[src/rtl/serial_adder_subtractor.sv]
// serial_adder_subtractor
// Multi-cycle WIDTH-bit adder/subtractor. Each clock evaluates BITS_PER_CYCLE
// full-adder slices, starting at the LSB. Operands are captured on start. The
// result, carry and signed overflow are published together on a one-cycle
// done pulse. Subtraction is done as A + ~B + 1, so Cout=1 means no borrow.
module serial_adder_subtractor #(
    parameter int WIDTH          = 8,
    parameter int BITS_PER_CYCLE = 1
) (
    input  logic             clk,
    input  logic             rst,
    input  logic             start,
    input  logic             Sub,
    input  logic [WIDTH-1:0] A,
    input  logic [WIDTH-1:0] B,
    input  logic             Cin,
    output logic             busy,
    output logic             done,
    output logic [WIDTH-1:0] S,
    output logic             Cout,
    output logic             Ovf
);

    localparam int N     = WIDTH / BITS_PER_CYCLE;
    localparam int CNT_W = (N > 1) ? $clog2(N) : 1;

    typedef enum logic {IDLE, RUN} state_t;

    state_t             state;
    logic [WIDTH-1:0]   a_q;
    logic [WIDTH-1:0]   b_q;
    logic [WIDTH-1:0]   res_q;
    logic               carry_q;
    logic [CNT_W-1:0]   cnt_q;

    logic [BITS_PER_CYCLE-1:0] slice_sum;
    logic [BITS_PER_CYCLE:0]   slice_c;
    logic [WIDTH-1:0]          sum_wide;
    logic [WIDTH-1:0]          res_next;
    logic                      last_beat;

    // One-bit full-adder sum.
    function automatic logic fa_sum(input logic a, input logic b, input logic c);
        return a ^ b ^ c;
    endfunction

    // One-bit full-adder carry (majority of the three inputs).
    function automatic logic fa_carry(input logic a, input logic b, input logic c);
        return (a & b) | (a & c) | (b & c);
    endfunction

    // Ripple the running carry through this beat's slices; the operand
    // registers shift right, so the current slice is always at bit 0.
    always_comb begin
        slice_sum  = '0;
        slice_c    = '0;
        slice_c[0] = carry_q;
        for (int i = 0; i < BITS_PER_CYCLE; i++) begin
            slice_sum[i]  = fa_sum(a_q[i], b_q[i], slice_c[i]);
            slice_c[i+1]  = fa_carry(a_q[i], b_q[i], slice_c[i]);
        end
    end

    // Sum bits enter the result register from the top. After N beats the
    // first slice has been shifted down to bit 0.
    always_comb begin
        sum_wide  = WIDTH'(slice_sum);
        res_next  = (res_q >> BITS_PER_CYCLE) | (sum_wide << (WIDTH - BITS_PER_CYCLE));
        last_beat = (cnt_q == CNT_W'(N - 1));
    end

    // Control FSM and datapath. Outputs are registered and change only on
    // completion, so partial sums stay internal.
    always_ff @(posedge clk or posedge rst) begin
        if (rst) begin
            state   <= IDLE;
            a_q     <= '0;
            b_q     <= '0;
            res_q   <= '0;
            carry_q <= 1'b0;
            cnt_q   <= '0;
            busy    <= 1'b0;
            done    <= 1'b0;
            S       <= '0;
            Cout    <= 1'b0;
            Ovf     <= 1'b0;
        end else begin
            done <= 1'b0;
            case (state)
                IDLE: begin
                    if (start) begin
                        a_q     <= A;
                        b_q     <= Sub ? ~B : B;
                        carry_q <= Sub ? 1'b1 : Cin;
                        cnt_q   <= '0;
                        busy    <= 1'b1;
                        state   <= RUN;
                    end
                end
                RUN: begin
                    a_q     <= a_q >> BITS_PER_CYCLE;
                    b_q     <= b_q >> BITS_PER_CYCLE;
                    carry_q <= slice_c[BITS_PER_CYCLE];
                    res_q   <= res_next;
                    cnt_q   <= cnt_q + 1'b1;
                    if (last_beat) begin
                        // On the final beat the top slice bit is the MSB, so
                        // overflow is the carry into it XOR the carry out of it.
                        S     <= res_next;
                        Cout  <= slice_c[BITS_PER_CYCLE];
                        Ovf   <= slice_c[BITS_PER_CYCLE] ^ slice_c[BITS_PER_CYCLE-1];
                        done  <= 1'b1;
                        busy  <= 1'b0;
                        state <= IDLE;
                    end
                end
                default: begin
                    state <= IDLE;
                    busy  <= 1'b0;
                end
            endcase
        end
    end

endmodule
[config.mk]
export PLATFORM = sky130hd
export DESIGN_NAME = serial_adder_subtractor
export DESIGN_NICKNAME = d
export VERILOG_FILES = /design/src/rtl/serial_adder_subtractor.sv
export SDC_FILE = /design/constraint.sdc
export NUM_CORES = 1
export LEC_CHECK = 0
export ABC_AREA = 1
export CORE_MARGIN = 3
export CORE_UTILIZATION = 50
export DETAILED_ROUTE_END_ITERATION = 12
export PLACE_DENSITY = 0.83
export SLEW_MARGIN = 25
export SYNTH_ARGS = -nofsm -noshare
export SYNTH_HDL_FRONTEND = slang
export SYNTH_SLANG_ARGS = --single-unit
[constraint.sdc]
create_clock -name clk -period 1.6 [get_ports clk]
set_clock_uncertainty 0.05 [all_clocks]
set_input_delay 0.32 -clock clk [delete_from_list [all_inputs] [get_ports clk]]
set_output_delay 0.32 -clock clk [all_outputs]
set_load 0.03 [all_outputs]
# [Word level (Yosys, flattened, before mapping)]
# Index checks and enable logic that the tools add are counted.
[totals] register_bits=41 latchBits=0 ram_bits=0 mem_bits_ro=0 inputBits=21 output_inout_bits=12 elab_cells=46 mem_count=0
[classes] n_addsub=1 multipliers=0 div=0 n_lt_le_gt_ge=0 eq_ne=3 shifts=0 muxes=18 bitwise=11 n_reduce_logical=2
[op_table] operator="8-bit case mux with 2 select lines" n=2
[op_table] operator="8-bit 2-to-1 mux" n=3
[op_table] operator="1-bit 2-to-1 mux" n=8
[op_table] operator="8-bit inverter" n=1
[op_table] operator="7-bit by 8-bit bitwise OR with 8-bit output" n=1
[op_table] operator="1-bit case mux with 2 select lines" n=3
[op_table] operator="3-bit case mux with 2 select lines" n=1
[op_table] operator="2-bit AND reduction" n=2
[op_table] operator="3-bit by 1-bit adder with 3-bit output (second input constant)" n=1
[op_table] operator="1-bit bitwise AND" n=3
[op_table] operator="3-bit == test (second input constant)" n=1
[op_table] operator="3-bit 2-to-1 mux" n=1
[op_table] operator="1-bit bitwise XOR" n=3
[op_table] operator="2-bit by 1-bit inequality test with 1-bit output (second input constant)" n=1
[op_table] operator="2-bit inequality test (second input constant)" n=1
[op_table] operator="1-bit bitwise OR" n=2
[op_table] operator="1-bit inverter" n=1

# [Logic depth before layout (Yosys ltp)]
[logic_depth] word_depth=4 ltp_mapped=6 mapped_depth_nobuf=6

# [Least setup slack after synthesis]
# Ideal clock, no wire load.
[synth_timing] path_type="register to register" from="register cnt_q[0]" to="register Ovf" setup_time_ns=0.065 arrival_ns=1.165 required_time_ns=1.485 setup_slack_ns=0.320 path_stages_with_launch=7 path_buffers=1 synth_period_minus_slack_ns=1.280 path_cell_list="dfrtp_1 > ha_1 > ha_1 > nand2_4 > buf_6 > nand2_1 > nand2_1"
[synth_between] elab_chain_len=2
[synth_lines] element="from (decl)" line_no="34" source="logic [CNT_W-1:0] cnt_q;"
[synth_lines] element="from (signal assigned)" line_no="105" source="cnt_q <= cnt_q + 1'b1;"
[synth_lines] element="3-bit == test" line_no="69" source="last_beat = (cnt_q == CNT_W'(N - 1));"
[synth_lines] element="2-bit AND reduction (no source line)"
[synth_lines] element="to (signal assigned)" line_no="111" source="Ovf <= slice_c[BITS_PER_CYCLE] ^ slice_c[BITS_PER_CYCLE-1];"
[synth_lines] element="to (decl)" line_no="21" source="output logic Ovf"
# Every way passes these cells.
# A chain may end at the register's enable or synchronous reset.

# [Worst setup path in the final report]
[layout_timing] from="register busy" to="output busy"
[layout_rtl] element="from (decl)" line_no="17" source="output logic busy,"
[layout_rtl] element="from (signal assigned)" line_no="82" source="busy <= 1'b0;"
[layout_rtl] element="from (signal assigned)" line_no="96" source="busy <= 1'b1;"
[layout_rtl] element="from (signal assigned)" line_no="113" source="busy <= 1'b0;"
# No word-level cell between the ends.

==> out/metrics.sh <==
OUTCOME='completed'
MIN_PERIOD_OVER_PERIOD_PCT=88.9
HTREE_LEVELS=2
TNS_PS=0
FINAL_LAYOUT_SIZE_SUFFIX_GT1_SHARE_PCT=11.0
INITIAL_ANTENNA_VIOLATION_COUNT=0
LEADING_CELL_TYPES_BY_TOTAL_AREA_AFTER_SYNTHESIS='sky130_fd_sc_hd__dfrtp_1 53%, sky130_fd_sc_hd__nand2_1 21%, sky130_fd_sc_hd__inv_1 5.5%'
TOTAL_CLOCK_BUFFERS_CREATED_BY_CTS=5
MIN_PATH_TYPE='input pin to asynchronous set/reset pin'
NUM_VIAS=1428
WIRE_LENGTH_AFTER_DETAILED_ROUTING_UM=3260
FIN_CRIT_PS=1420
ENDPOINT_KIND='primary output'
PLACE_HPWL_UM=2350
WORST-ENDPOINT-REQUIRED_PS=1230
CLK_LATENCY_PS=290
SYNTH_AREA_PER_CELL_SQ_UM=8.44
FF_LATCH_COUNT_SYNTH=40
CTS.PATH.MAX_BUFFERS=2
LEADING_CELL_TYPES_IN_THE_LAYOUT_FILL_AND_TAPS_EXCLUDED='104 x sky130_fd_sc_hd__nand2_1, 40 x sky130_fd_sc_hd__dfrtp_1, 28 x sky130_fd_sc_hd__inv_1, 20 x sky130_fd_sc_hd__clkdlybuf4s50_1, 12 x sky130_fd_sc_hd__dlygate4sd2_1'
ANTENNADIODECOUNT=0
PATH_MAX_FANOUT=2
CRIT_PATH_CELL_TRACE='dlygate4sd2_1'
SYN-NUM-NETS=250
GP_CONGESTION=0.711
MOST_FREQUENT_STANDARD_CELL_IN_THE_LAYOUT_EXCLUDING_FILL_AND_TAP_CELLS='sky130_fd_sc_hd__nand2_1'
POST-ROUTE-DRC-COUNT=0
CRIT_SLOWEST_CELL='sky130_fd_sc_hd__dlygate4sd2_1'
LAYOUT.NETS=287
SLEW-LIMIT-HEADROOM_PCT=79.5
REG2REG_FROM='cnt_q[0]'
CRITICAL_PATH.TOP_DELAY_FAMILY='buffers and inverters'
DRT-INITIAL-DRC-COUNT=78
DRT_PRE_ANTENNA_ITERS=4
SYNTHCELLS=225
CLOCK-SINKS=40
VIA_PER_INST=4.62
GRT_MAX_DEGREE=41
CTS.ROOT.BUFFER_CELL='sky130_fd_sc_hd__clkbuf_8'
YOSYS_WARNINGS=0
PLACEABLECOREAREA_SQ_MM=0.00349
FF2FF_PATH_DEPTH=6
SYNTH_TOP_AREA_CELL='sky130_fd_sc_hd__dfrtp_1'
ROUTEDWLPERCELL_UM=10.6
FINALSETUPVIOLATIONS=0
GRT_USE_TOTAL_PCT=16.5
POST-CTS-SETUP-BUFFER-COUNT=0
WORSTPATHBUFFERINVERTERCOUNT=1
CRITICALPATHCATEGORY='register to primary output'
DIE_OUTLINE_HEIGHT_UM=67.6
GR-TOTAL-OVERFLOW=0
TIGHTESTPINTRANSITION_PS=309
TIMING.FINAL.HOLD_VIOLATIONS=0
DRTANTENNAVIOLNETS=0
IO-PIN-COUNT=33
START_KIND='register'
TIMING.CRITICAL_PATH.ARRIVAL_PS=1050
FLOORPLAN.INITIALDENSITY_PCT=54.3
SLOWEST_DELAY_PS=400
POST_CTS_CLOCK_SLEW_AT_THE_LAUNCH_AND_CAPTURE_REGISTERS_OF_THE_WORST_SETUP_AND_HOLD_PATHS_PS=80
GRT_SETUP_UNREPAIRED='false'
PEAKVDDDROP_mV=0.693
CAP_VIOLATIONS=0
GRT_PASS1_WL_UM=5590
DETAILED_PLACE.AREA_SQ_MM=0.00228
WORST_SETUP_PATH_STARTPOINT='busy'
P_LEAK_uW=0.00132
SYN_TO_FINAL_GROWTH_PCT=24.7
IO_BUFFERS=32
FINAL_DESIGN_AREA_NO_FILL_SQ_MM=0.00237
FIRST_GLOBAL_VIAS=1356
FINAL_MAX_SLEW_VIOL_COUNT=0
PATH_DEPTH=1
TIMING.RR.END='S[7]'
ROWS=21
YOSYSUNIQUECELLTYPES=19
TIMING.FMAX_GHz=0.703
DESIGN.DIE.AREA_SQ_MM=0.00457
SYNTH_TOP_AREA_SHARE_PCT=52.7
SYNTH_AREA_SQ_MM=0.00190
DIE_W_UM=67.6
SETUP.REG_TO_REG.WORST_SLACK_PS=230
TRITONCTS='yes'
CRIT_END='busy'
SEQ_TOTAL_AREA_YOSYS_PCT=52.7
PWR_DENSITY_CELL_mW_PER_MM2=1680
==> worst min-delay path by stage <==
stage,start,endpoint,slack (ps),cells past startpoint
floorplan,A[7],a_q[7],380,2
global placement,res_q[7],res_q[6],410,2
detailed placement,a_q[7],a_q[7],420,2
CTS,rst,S[1],330,3
global route,rst,S[1],360,3
finish,rst,S[1],320,3
==> layout make-up <==
class	instances	area (sq um)
clock buffer	6	82.6
multi-input combinational	146	702
inverter	30	113
clock inverter	2	15.0
sequential	40	1000
tap	46	57.6
timing repair buffer	39	395
fill	312	1130
==> cell usage after synthesis (all sizes together) <==
cell type,instances
o21ai,16
nor2,3
nand2,105
buf,9
inv,30
o21a,1
a21oi,7
ha,3
nand3,10
fa,1
dfrtp,40
==> state kept, by name, indices dropped and copies added, names as in the netlist <==
register,cells
S,8
a_q,8
b_q,8
res_q,7
cnt_q,3
Cout,1
Ovf,1
busy,1
carry_q,1
done,1
state,1
==> per-layer routing <==
| layer | part of all wire (%) | vias up | global-route usage, % |
|---|---|---|---|
| met5 | 0 | - | 0 |
| met4 | 3.0 | 0 | 9.11 |
| met3 | 5.4 | 12 | 3.83 |
| met2 | 46 | 42 | 26.7 |
| met1 | 46 | 620 | 20.3 |
| li1 | - | 754 | - |
==> cell families after synthesis <==
group / count (synthesis) / share of synthesized area, %
and+or+nand+nor: 118 / 25.9
DFF: 40 / 52.7
buffers and inverters: 39 / 10.3
AOI/OAI and AO/OA: 24 / 8.04
adders and majority gates: 4 / 3.03
==> power by group <==
group	total [uW]	switching [uW]	internal (uW)
sequential	1640	221	1420
clock	699	350	349
combinational	1640	1010	631
total	3980	1580	2400
==> timing repair <==
action	in CTS	in global routing
hold buffers	0	0
setup endpoints to repair	12	0
gates resized for setup	12	0
==> per-stage QoR <==
| step | hold WS, ps | setup slack, ps | total power, uW | util, % | instances |
|---|---|---|---|---|---|
| 6_report | 324 | 177 | 3980 | 67.7 | 309 |
| 3_5_place_dp | 416 | 122 | 3410 | 65.3 | 301 |
| 3_3_place_gp | 410 | 159 | 3320 | 65.3 | 301 |
| 4_1_cts | 332 | 162 | 4020 | 67.7 | 309 |
| 2_1_floorplan | 380 | 312 | 2860 | - | 225 |
| 5_1_grt | 358 | 116 | 4290 | 67.7 | 309 |
(Power assumes the default switching activity.)
